[src/rtl/mux_nto1_stream.sv]
// Registered N-to-1 stream multiplexer with fixed-select or round-robin arbitration.
// Optional accepted-output counter (xfer_cnt_o) is built when MUX_STATS_EN is defined.
module mux_nto1_stream #(
  parameter int N = 2,
  parameter int WIDTH = 4,
  localparam int SELW = (N > 1) ? $clog2(N) : 1
) (
  input  logic               clk,
  input  logic               rst_n,
  input  logic [N*WIDTH-1:0] d_i,
  input  logic [N-1:0]       valid_i,
  output logic [N-1:0]       ready_o,
  input  logic [SELW-1:0]    sel_i,
  input  logic               rr_mode_i,
  output logic [WIDTH-1:0]   y_o,
  output logic               y_valid_o,
  input  logic               y_ready_i,
  output logic [SELW-1:0]    y_src_o
`ifdef MUX_STATS_EN
  ,
  output logic [15:0]        xfer_cnt_o
`endif
);

  logic [SELW-1:0]  ptr;
  logic [SELW-1:0]  cand;
  logic [SELW-1:0]  grant_idx;
  logic             grant;
  logic             ld;
  logic [WIDTH-1:0] grant_data;

  assign ld = !y_valid_o || y_ready_i;

  // Round-robin searches ptr+1, ptr+2, ... so the last winner gets lowest priority.
  always_comb begin
    grant     = 1'b0;
    grant_idx = '0;
    cand      = '0;
    if (N == 1) begin
      grant = valid_i[0];
    end else if (rr_mode_i) begin
      for (int i = 1; i <= N; i++) begin
        cand = SELW'((int'(ptr) + i) % N);
        if (!grant && valid_i[cand]) begin
          grant     = 1'b1;
          grant_idx = cand;
        end
      end
    end else if (int'(sel_i) < N) begin
      grant     = valid_i[sel_i];
      grant_idx = sel_i;
    end
  end

  always_comb begin
    grant_data = d_i[grant_idx*WIDTH +: WIDTH];
    ready_o    = '0;
    if (rst_n && ld && grant) begin
      ready_o[grant_idx] = 1'b1;
    end
  end

  always_ff @(posedge clk or negedge rst_n) begin
    if (!rst_n) begin
      y_o       <= '0;
      y_valid_o <= 1'b0;
      y_src_o   <= '0;
      ptr       <= SELW'(N - 1);
    end else if (ld) begin
      if (grant) begin
        y_o       <= grant_data;
        y_src_o   <= grant_idx;
        y_valid_o <= 1'b1;
        ptr       <= grant_idx;
      end else begin
        y_valid_o <= 1'b0;
      end
    end
  end

`ifdef MUX_STATS_EN
  // Saturating count of outputs the consumer actually accepted.
  always_ff @(posedge clk or negedge rst_n) begin
    if (!rst_n) begin
      xfer_cnt_o <= 16'd0;
    end else if (y_valid_o && y_ready_i && xfer_cnt_o != 16'hFFFF) begin
      xfer_cnt_o <= xfer_cnt_o + 16'd1;
    end
  end
`else
  // No transfer counter in this build.
`endif

endmodule

[config.mk]
export PLATFORM = sky130hd
export DESIGN_NAME = mux_nto1_stream
export DESIGN_NICKNAME = d
export VERILOG_FILES = /design/src/rtl/mux_nto1_stream.sv
export SDC_FILE = /design/constraint.sdc
export NUM_CORES = 1
export LEC_CHECK = 0
export BUFFER_PORTS_ARGS = -buffer_cell sky130_fd_sc_hd__buf_2
export CAP_MARGIN = 20
export CORE_AREA = 2 2 39 41
export CTS_CLUSTER_DIAMETER = 50
export DETAILED_ROUTE_END_ITERATION = 12
export DIE_AREA = 0 0 41 43
export GPL_ROUTABILITY_DRIVEN = 0
export SKIP_CTS_REPAIR_TIMING = 1
export SYNTH_ARGS = -nofsm -noshare
export SYNTH_HDL_FRONTEND = slang
export SYNTH_SLANG_ARGS = --single-unit
[constraint.sdc]
create_clock -name clk -period 2.6 [get_ports clk]
set_input_delay 0.52 -clock clk [delete_from_list [all_inputs] [get_ports clk]]
set_output_delay 0.52 -clock clk [all_outputs]
set_load 0.05 [all_outputs]
==> summary.md, run 1 <==
• **half-perimeter wire length after placement** 684 um
• **critical path startpoint category** register
• **vias after detailed routing** 323
• **RSZ-0062 raised after global routing** false
• **reg2reg setup slack** 0.91 ns
• **Vias/cell** 4.42
• **count of inserted antenna diode cells** 0
• **standard cell area after detailed placement** 520 um2
• **Initial Util** 27.7%
• **number of fillers in the final layout** 143
• **slew at the pin closest to its max-slew limit** 0.406 ns
• **data arrival time of the worst path** 1.65 ns
• **post-route fraction of the period consumed by the critical path** 83.4%
• **total leakage power** 0.266 nW
• **pin count of the biggest net entering global routing** 10
• **Max Slew Vio Count** 0
• **clock buffer depth** 2
• **synthesized netlist cell count** 30
• **clk sink count** 7
• **DRT Wirelength** 796 um
• **worst reg2reg startpoint** ptr
• **clock transition at the register clock pins on the worst setup and hold paths after CTS** 0.06 ns
• **Total Nets Final** 73
• **average size of a mapped cell** 12.8 um2
• **Clock H-tree levels** 1
• **final std cells w/o fill** 73
• **critical-path maximum fanout** 5
• **final antenna-violating net count** 0
• **y dimension of the die** 43 um
• **multi-input logic area** 206 um2
• **cell area power density** 738 mW/mm2
• **detailed-routing iteration count for the pre-antenna-repair pass** 3
• **core utilization of the finished layout** 39.5%
• **fraction of the yosys area taken by sequential cells** 46.1%
• **# placed instances** 69
• **via count of the first global-routing pass** 366
• **Worst Path Class, Setup** reg2out
• **minimum period implied by the final worst setup slack** 2.17 ns
• **status** finished, final reports clean
• **max-capacitance violation count** 0
• **number of buffers added by the clock tree synthesis step** 3
• **CTS root buffer** sky130_fd_sc_hd__clkbuf_4
• **register bit total from synthesis** 7
• **WP data required** 2.08 ns
• **overall fraction of global-route tracks in use** 12.3%
• **worst skew pair latency** 0.25 ns
• **maximum operating frequency** 461 MHz
• **Core Box Area** 0.00138 mm2
• **routed length per placed instance** 10.9 um
• **Area growth, synth to finish** 42.8%
• **Max-Slew Margin vs Limit** 72.7%
• **fraction of layout cells with a size suffix above 1** 70.2%
• **element type at the critical path end** primary output
• **count of port buffers added during placement** 22
• **number of placement rows** 14
• **DRC violation count after routing** 0
• **area of the mapped netlist** 383 um2
• **Iter 0 DRT Violations** 2
• **Syn. warnings** 0
• **final-report hold violation count** 0
• **distinct cell type count of the synthesized netlist** 13
• **horizontal die dimension** 41 um
• **Reg2Reg Depth** 4
• **Die Footprint** 0.00176 mm2
• **initial antenna violation count** 0
• **Post-Synthesis Net Count** 45
• **TritonCTS clock tree** built
• **Max Clock Skew** 0.00767 ns
• **cell area after layout** 547 um2
• **worst min-delay path category** in2async
• **remaining global-route overflow** 0
• **r2r endpoint** y_o[1]
• **first-pass GRT wire length** 1.44 mm
• **number of placed I/O pins** 23
• **total setup violations reported at the end of the flow** 0
• **area used by sequential logic in the layout** 176 um2
• **Total Negative Setup Slacks** 0 ns
• **worst vdd rail ir drop** 0.354 mV
## Yosys cell counts
master / instances / share of area [%]
sky130_fd_sc_hd__a21oi_2: 1 / 2.3
sky130_fd_sc_hd__dfstp_2: 1 / 6.9
sky130_fd_sc_hd__mux2_2: 10 / 29
sky130_fd_sc_hd__nor3_1: 1 / 1.3
sky130_fd_sc_hd__nand2b_1: 1 / 1.6
sky130_fd_sc_hd__nor2b_1: 2 / 3.3
sky130_fd_sc_hd__dfrtp_1: 6 / 39
sky130_fd_sc_hd__nor3_4: 1 / 4.2
sky130_fd_sc_hd__and3_1: 2 / 3.3
sky130_fd_sc_hd__a31oi_2: 1 / 3.3
sky130_fd_sc_hd__o21bai_1: 1 / 2.0
sky130_fd_sc_hd__nand3_1: 1 / 1.3
sky130_fd_sc_hd__nand2_1: 2 / 2.0
## worst max path at each step
stage | startpoint | end | slack, ns | depth (start not counted)
after floorplan | y_valid_o | ready_o[0] | 0.48 | 3
after global placement | sel_i | ready_o[0] | 0.52 | 5
after detailed placement | sel_i | ready_o[0] | 0.52 | 5
after CTS | ptr | ready_o[0] | 0.38 | 4
after global routing | ptr | ready_o[0] | 0.31 | 4
final | ptr | ready_o[0] | 0.43 | 4
## per-layer routing
metal,part of all wire (%),GRT usage (%),routed length [um],vias up
li1,-,-,-,166
met1,42,15.0,333,156
met2,56,18.1,448,1
met3,1.8,4.71,14,0
met4,0,6.00,0,0
met5,0,0,0,-
## kinds of logic (layout without fill, tap and decap cells)
group | count (synthesis) | count (layout) | synth area share [%]
AOI/OAI and AO/OA | 3 | 3 | 7.52
DFF | 7 | 7 | 46.1
buffers and inverters | 0 | 27 | 0
and+or+nand+nor | 10 | 10 | 17.0
muxes | 10 | 10 | 29.4
## area by class of cell
class	instances	share of cell area (%)
clock buffers	4	4.81
multi-input cells	23	37.8
flip-flops and latches	7	32.3
well taps	16	3.66
repair buffers	23	21.5
## through the flow
stage / setup WS [ns] / hold slack, ns / total power, mW
after floorplan: 0.481 / 0.224 / 0.263
after global placement: 0.524 / 0.370 / 0.308
after detailed placement: 0.524 / 0.366 / 0.310
after CTS: 0.381 / 0.0943 / 0.412
after global routing: 0.305 / 0.0982 / 0.431
final: 0.432 / 0.0993 / 0.404
## power breakdown
group	switching, mW	leakage [nW]	internal [mW]
sequential	0.00948	0.0797	0.133
clock	0.0395	0.0150	0.0585
combinational	0.108	0.172	0.0544
## worst max-delay path, stage by stage, from the launching register on
cell and delay, ns:
sky130_fd_sc_hd__dfstp_2 0.53, sky130_fd_sc_hd__nand2_1 0.07, sky130_fd_sc_hd__a31oi_2 0.32, sky130_fd_sc_hd__and3_1 0.22
sky130_fd_sc_hd__buf_2 0.26
## state kept, by name (all words and copies together), names as in the netlist
signal / count
y_src_o: 1
ptr: 1
y_valid_o: 1
y_o: 4
## placed cells by master, fill, tap and decap left out, types with 2 or more instances in the layout
cell type	Yosys	layout
sky130_fd_sc_hd__clkbuf_4	0	3
sky130_fd_sc_hd__mux2_2	10	10
sky130_fd_sc_hd__nor2b_1	2	2
sky130_fd_sc_hd__nand2_1	2	2
sky130_fd_sc_hd__buf_2	0	22
sky130_fd_sc_hd__dfrtp_1	6	6
sky130_fd_sc_hd__and3_1	2	2
(Power assumes the default switching activity.)
==> run 2, diff against run 1 <==
Clock period 2.6 ns to 1.9 ns, I/O delays scaled along.
==> run 2 against run 1 <==
Effect of this change: utilization is 3.2 points higher; non-clock buffer count rose by 4; total power up 39%; combinational power increased by 44%; setup slack lost 0.33 ns; critical path type unchanged; critical endpoint unchanged; highest routed layer unchanged.
==> summary.md, run 2 (synthesized netlist as in run 1, its figures left out) <==
• **DRT Wirelength** 823 um
• **critical-path maximum fanout** 2
• **worst vdd rail ir drop** 0.488 mV
• **half-perimeter wire length after placement** 708 um
• **Area growth, synth to finish** 54.2%
• **cells along the critical path** nand2_1 > a31oi_2 > and3_2 > buf_6
• **leading cell types in the layout, fill and taps excluded** sky130_fd_sc_hd__buf_2, sky130_fd_sc_hd__mux2_2, sky130_fd_sc_hd__dfrtp_1
• **count of inserted antenna diode cells** 0
• **Final Power** 0.559 mW
• **RSZ-0062 raised after global routing** false
• **fraction of layout cells with a size suffix above 1** 73.8%
• **clock transition at the register clock pins on the worst setup and hold paths after CTS** 0.05 ns
• **Max Slew Vio Count** 0
• **Core Box Area** 0.00138 mm2
• **most frequent standard cell in the layout excluding fill and tap cells** sky130_fd_sc_hd__buf_2
• **minimum period implied by the final worst setup slack** 1.80 ns
• **status** finished, final reports clean
• **horizontal die dimension** 41 um
• **number of buffers added by the clock tree synthesis step** 3
• **worst hold slack across all endpoints** 0.0874 ns
• **final-report hold violation count** 0
• **clk sink count** 7
• **first-pass GRT wire length** 1.32 mm
• **cell area after layout** 591 um2
• **Max Clock Skew** 0.00382 ns
• **Max-Slew Margin vs Limit** 81.4%
• **Iter 0 DRT Violations** 1
• **via count of the first global-routing pass** 326
• **final std cells w/o fill** 77
• **critical path startpoint category** register
• **worst skew pair latency** 0.25 ns
• **# placed instances** 71
• **initial antenna violation count** 0
• **Vias/cell** 4.32
• **DRC violation count after routing** 0
• **detailed-routing iteration count for the pre-antenna-repair pass** 2
• **data arrival time of the worst path** 1.42 ns
• **y dimension of the die** 43 um
• **remaining global-route overflow** 0
• **Total Nets Final** 77
• **CTS root buffer** sky130_fd_sc_hd__clkbuf_4
• **slew at the pin closest to its max-slew limit** 0.278 ns
• **Total Negative Setup Slacks** 0 ns
• **Reg2Reg Depth** 5
• **Die Footprint** 0.00176 mm2
• **routed length per placed instance** 10.7 um
• **number of placed I/O pins** 23
• **Clock H-tree levels** 1
• **maximum operating frequency** 555 MHz
• **TritonCTS clock tree** built
• **post-route worst setup slack** 0.0990 ns
• **max-capacitance violation count** 0
• **Initial Util** 27.7%
• **core utilization of the finished layout** 42.7%
• **total setup violations reported at the end of the flow** 0
• **post-placement worst setup slack** 0.121 ns
• **post-route fraction of the period consumed by the critical path** 94.8%
• **final antenna-violating net count** 0
• **overall fraction of global-route tracks in use** 11.7%
• **worst min-delay path category** in2async
• **clock buffer depth** 2
• **element type at the critical path end** primary output
• **Largest Register** y_o
• **worst-path cell with the longest stage delay** sky130_fd_sc_hd__dfstp_2
• **Worst Path Class, Setup** reg2out
• **cell area power density** 947 mW/mm2
• **standard cell area after detailed placement** 538 um2
• **WP data required** 1.52 ns
• **number of placement rows** 14
• **pin count of the biggest net entering global routing** 10
• **vias after detailed routing** 333
• **critical path's largest stage delay** 0.52 ns
• **count of port buffers added during placement** 22
• **flip-flop count of the largest register, all copies and words added** 4
• **total leakage power** 0.285 nW
## run 2: cell type report
class	instances	area [um2]
tap	16	20.0
clock buffer	4	26.3
sequential	7	176
timing repair buffer	27	159
multi-input combinational	23	209
fill	157	793
## run 2: final timing paths
check | slack, ns | startpoint | to
min in group clk | 0.48 | y_ready_i | y_valid_o
max in group asynchronous | 1.11 | rst_n | y_o[0]
hold reg to reg | 0.50 | y_src_o | y_src_o
setup reg to reg | 0.21 | ptr | y_o[3]
setup / recovery | 0.1 | ptr | ready_o[0]
hold / removal | 0.09 | rst_n | ptr
## run 2: where the power goes
group / internal (mW) / switching (mW) / leakage, nW
clock: 0.0798 / 0.0499 / 0.0150
sequential: 0.183 / 0.0126 / 0.0797
combinational: 0.0841 / 0.150 / 0.191
total: 0.347 / 0.213 / 0.285
## run 2: worst max-delay path: cells and delay by family (launching register included)
family | cells | cell delay, ns
flip-flops | 1 | 0.52
AND/OR/NAND/NOR | 2 | 0.28
AO/OA/AOI/OAI | 1 | 0.22
buffers and inverters | 1 | 0.15
## run 2: layer usage
metal / up-vias / GRT usage [%] / share of wire, %
met2: 1 / 16.6 / 60
li1: 172 / - / -
met1: 160 / 13.8 / 39
met3: 0 / 3.14 / 1.1
met5: - / 0 / 0
met4: 0 / 10.0 / 0
==> run 3, diff against run 2 <==
Settings changed: REMOVE_ABC_BUFFERS from default to 1.
==> run 3 against run 2 <==
Effect of this change: final cell count rose by 1.3%; sequential share of layout area shrank 0.50 points; routed wire length fell by 2.3%; highest routed layer unchanged; critical endpoint unchanged; largest cell class unchanged; setup slack got worse by 0.030 ns; fmax is 1.6% lower; first-iteration DRC count rose to 3.0 times the previous value; total power rose by 0.24%; combinational power up 3%; register-to-register slack improved by 0.06 ns.
==> summary.md, run 3 (synthesized netlist as in run 1, its figures left out) <==
• **share of power burned in the clock network** 22.5%
• **flip-flop count of the largest register, all copies and words added** 4
• **first-pass GRT wire length** 1.31 mm
• **critical path's largest stage delay** 0.37 ns
• **standard cell area after detailed placement** 528 um2
• **Total Nets Final** 78
• **Worst Path Class, Setup** reg2out
• **element type at the critical path end** primary output
• **fraction of layout cells with a size suffix above 1** 71.0%
• **status** finished, final reports clean
• **Core Box Area** 0.00138 mm2
• **Vias/cell** 4.13
• **count of inserted antenna diode cells** 0
• **final std cells w/o fill** 78
• **Initial Util** 27.7%
• **Clock H-tree levels** 1
• **critical-path maximum fanout** 5
• **post-route fraction of the period consumed by the critical path** 96.3%
• **DRC violation count after routing** 0
• **Max Slew Vio Count** 0
• **TritonCTS clock tree** built
• **leading cell types in the layout, fill and taps excluded** sky130_fd_sc_hd__buf_2, sky130_fd_sc_hd__mux2_2, sky130_fd_sc_hd__dfrtp_1
• **area used by sequential logic in the layout** 176 um2
• **Total Negative Setup Slacks** 0 ns
• **worst-path cell with the longest stage delay** sky130_fd_sc_hd__dfrtp_1
• **cells along the critical path** nor2b_1 > nor3_4 > and3_1 > clkbuf_4
• **pin count of the biggest net entering global routing** 10
• **number of placement rows** 14
• **core utilization of the finished layout** 43.4%
• **CTS root buffer** sky130_fd_sc_hd__clkbuf_4
• **Largest Register** y_o
• **minimum period implied by the final worst setup slack** 1.83 ns
• **detailed-routing iteration count for the pre-antenna-repair pass** 3
• **most frequent standard cell in the layout excluding fill and tap cells** sky130_fd_sc_hd__buf_2
• **Sequential Power Share** 34.7%
• **fraction of power consumed by combinational cells** 42.8%
• **Iter 0 DRT Violations** 3
• **cell area after layout** 601 um2
• **WP data required** 1.52 ns
• **final-report hold violation count** 0
• **# placed instances** 70
• **cell area power density** 933 mW/mm2
• **multi-input logic area** 215 um2
• **maximum operating frequency** 546 MHz
• **cell family with most CP delay** simple AND/OR/NAND/NOR gates
• **number of placed I/O pins** 23
• **Area growth, synth to finish** 56.9%
• **Max Clock Skew** 0.00268 ns
• **routed length per placed instance** 10.3 um
• **initial antenna violation count** 0
• **count of port buffers added during placement** 22
• **worst hold slack across all endpoints** 0.0927 ns
• **max-capacitance violation count** 0
• **overall fraction of global-route tracks in use** 11.3%
• **final antenna-violating net count** 0
• **switching pwr** 0.212 mW
• **number of fillers in the final layout** 137
• **clock buffer depth** 2
• **via count of the first global-routing pass** 331
• **number of buffers added by the clock tree synthesis step** 3
• **post-placement worst setup slack** 0.122 ns
• **P_int** 0.349 mW
• **Final Power** 0.561 mW
• **clk sink count** 7
• **remaining global-route overflow** 0
• **worst skew pair latency** 0.24 ns
• **DRT Wirelength** 804 um
• **vias after detailed routing** 322
• **worst vdd rail ir drop** 0.506 mV
• **Max-Slew Margin vs Limit** 81.1%
• **y dimension of the die** 43 um
• **RSZ-0062 raised after global routing** false
• **Die Footprint** 0.00176 mm2
• **worst min-delay path category** in2async
• **switching power share of the total** 37.8%
• **number of buffers and inverters on the critical path** 1
• **critical path startpoint category** register
• **total setup violations reported at the end of the flow** 0
• **horizontal die dimension** 41 um
• **total leakage power** 0.291 nW
• **data arrival time of the worst path** 1.45 ns
• **reg2reg setup slack** 0.27 ns
• **post-route worst setup slack** 0.0694 ns
• **clock transition at the register clock pins on the worst setup and hold paths after CTS** 0.05 ns
• **slew at the pin closest to its max-slew limit** 0.283 ns
## run 3: changes by cell type in the layout (fill, tap and decap cells not counted)
cell	delta
sky130_fd_sc_hd__and3_1	+2
sky130_fd_sc_hd__and3_2	-2
sky130_fd_sc_hd__clkbuf_4	+2
sky130_fd_sc_hd__a31oi_2	-1
sky130_fd_sc_hd__a31oi_4	+1
sky130_fd_sc_hd__buf_6	-1
## run 3: worst reg2reg max path: stages (launching register included)
cell and delay [ns]:
sky130_fd_sc_hd__dfstp_2 0.52, sky130_fd_sc_hd__nand2_1 0.09, sky130_fd_sc_hd__a31oi_4 0.16, sky130_fd_sc_hd__buf_4 0.16, sky130_fd_sc_hd__mux2_2 0.33, sky130_fd_sc_hd__mux2_2 0.26
## run 3: final cells by class
type / count / share of cell area, %
Multi-Input combinational cell: 23 / 35.8
Sequential cell: 7 / 29.4
Tap cell: 16 / 3.33
Timing Repair Buffer: 28 / 27.1
Clock buffer: 4 / 4.38
## run 3: path summary, 6_finish.rpt
check	start	endpoint	cells past startpoint
worst max-delay path	y_valid_o	ready_o[0]	4
worst min-delay path	rst_n	ptr	1
worst max register to register	ptr	y_o[2]	5
worst min register to register	y_o[3]	y_o[3]	1
max in group asynchronous	rst_n	y_o[2]	2
min in group clk	y_ready_i	y_valid_o	3
## run 3: routing by layer
| layer | global-route usage (%) | share of wire, % | vias up |
|---|---|---|---|
| met1 | 12.4 | 36 | 149 |
| met2 | 17.5 | 63 | 1 |
| met3 | 1.57 | 1.1 | 0 |
| li1 | - | - | 172 |
| met5 | 0 | 0 | - |
| met4 | 10.0 | 0 | 0 |
## run 3: power by group through the flow
stage	clock network, mW	registers [mW]	logic [mW]
detailed placement	0	0.197	0.226
global placement	0	0.196	0.225
finish	0.126	0.195	0.240
global route	0.143	0.198	0.253
floorplan	0	0.289	0.0711
CTS	0.135	0.195	0.227
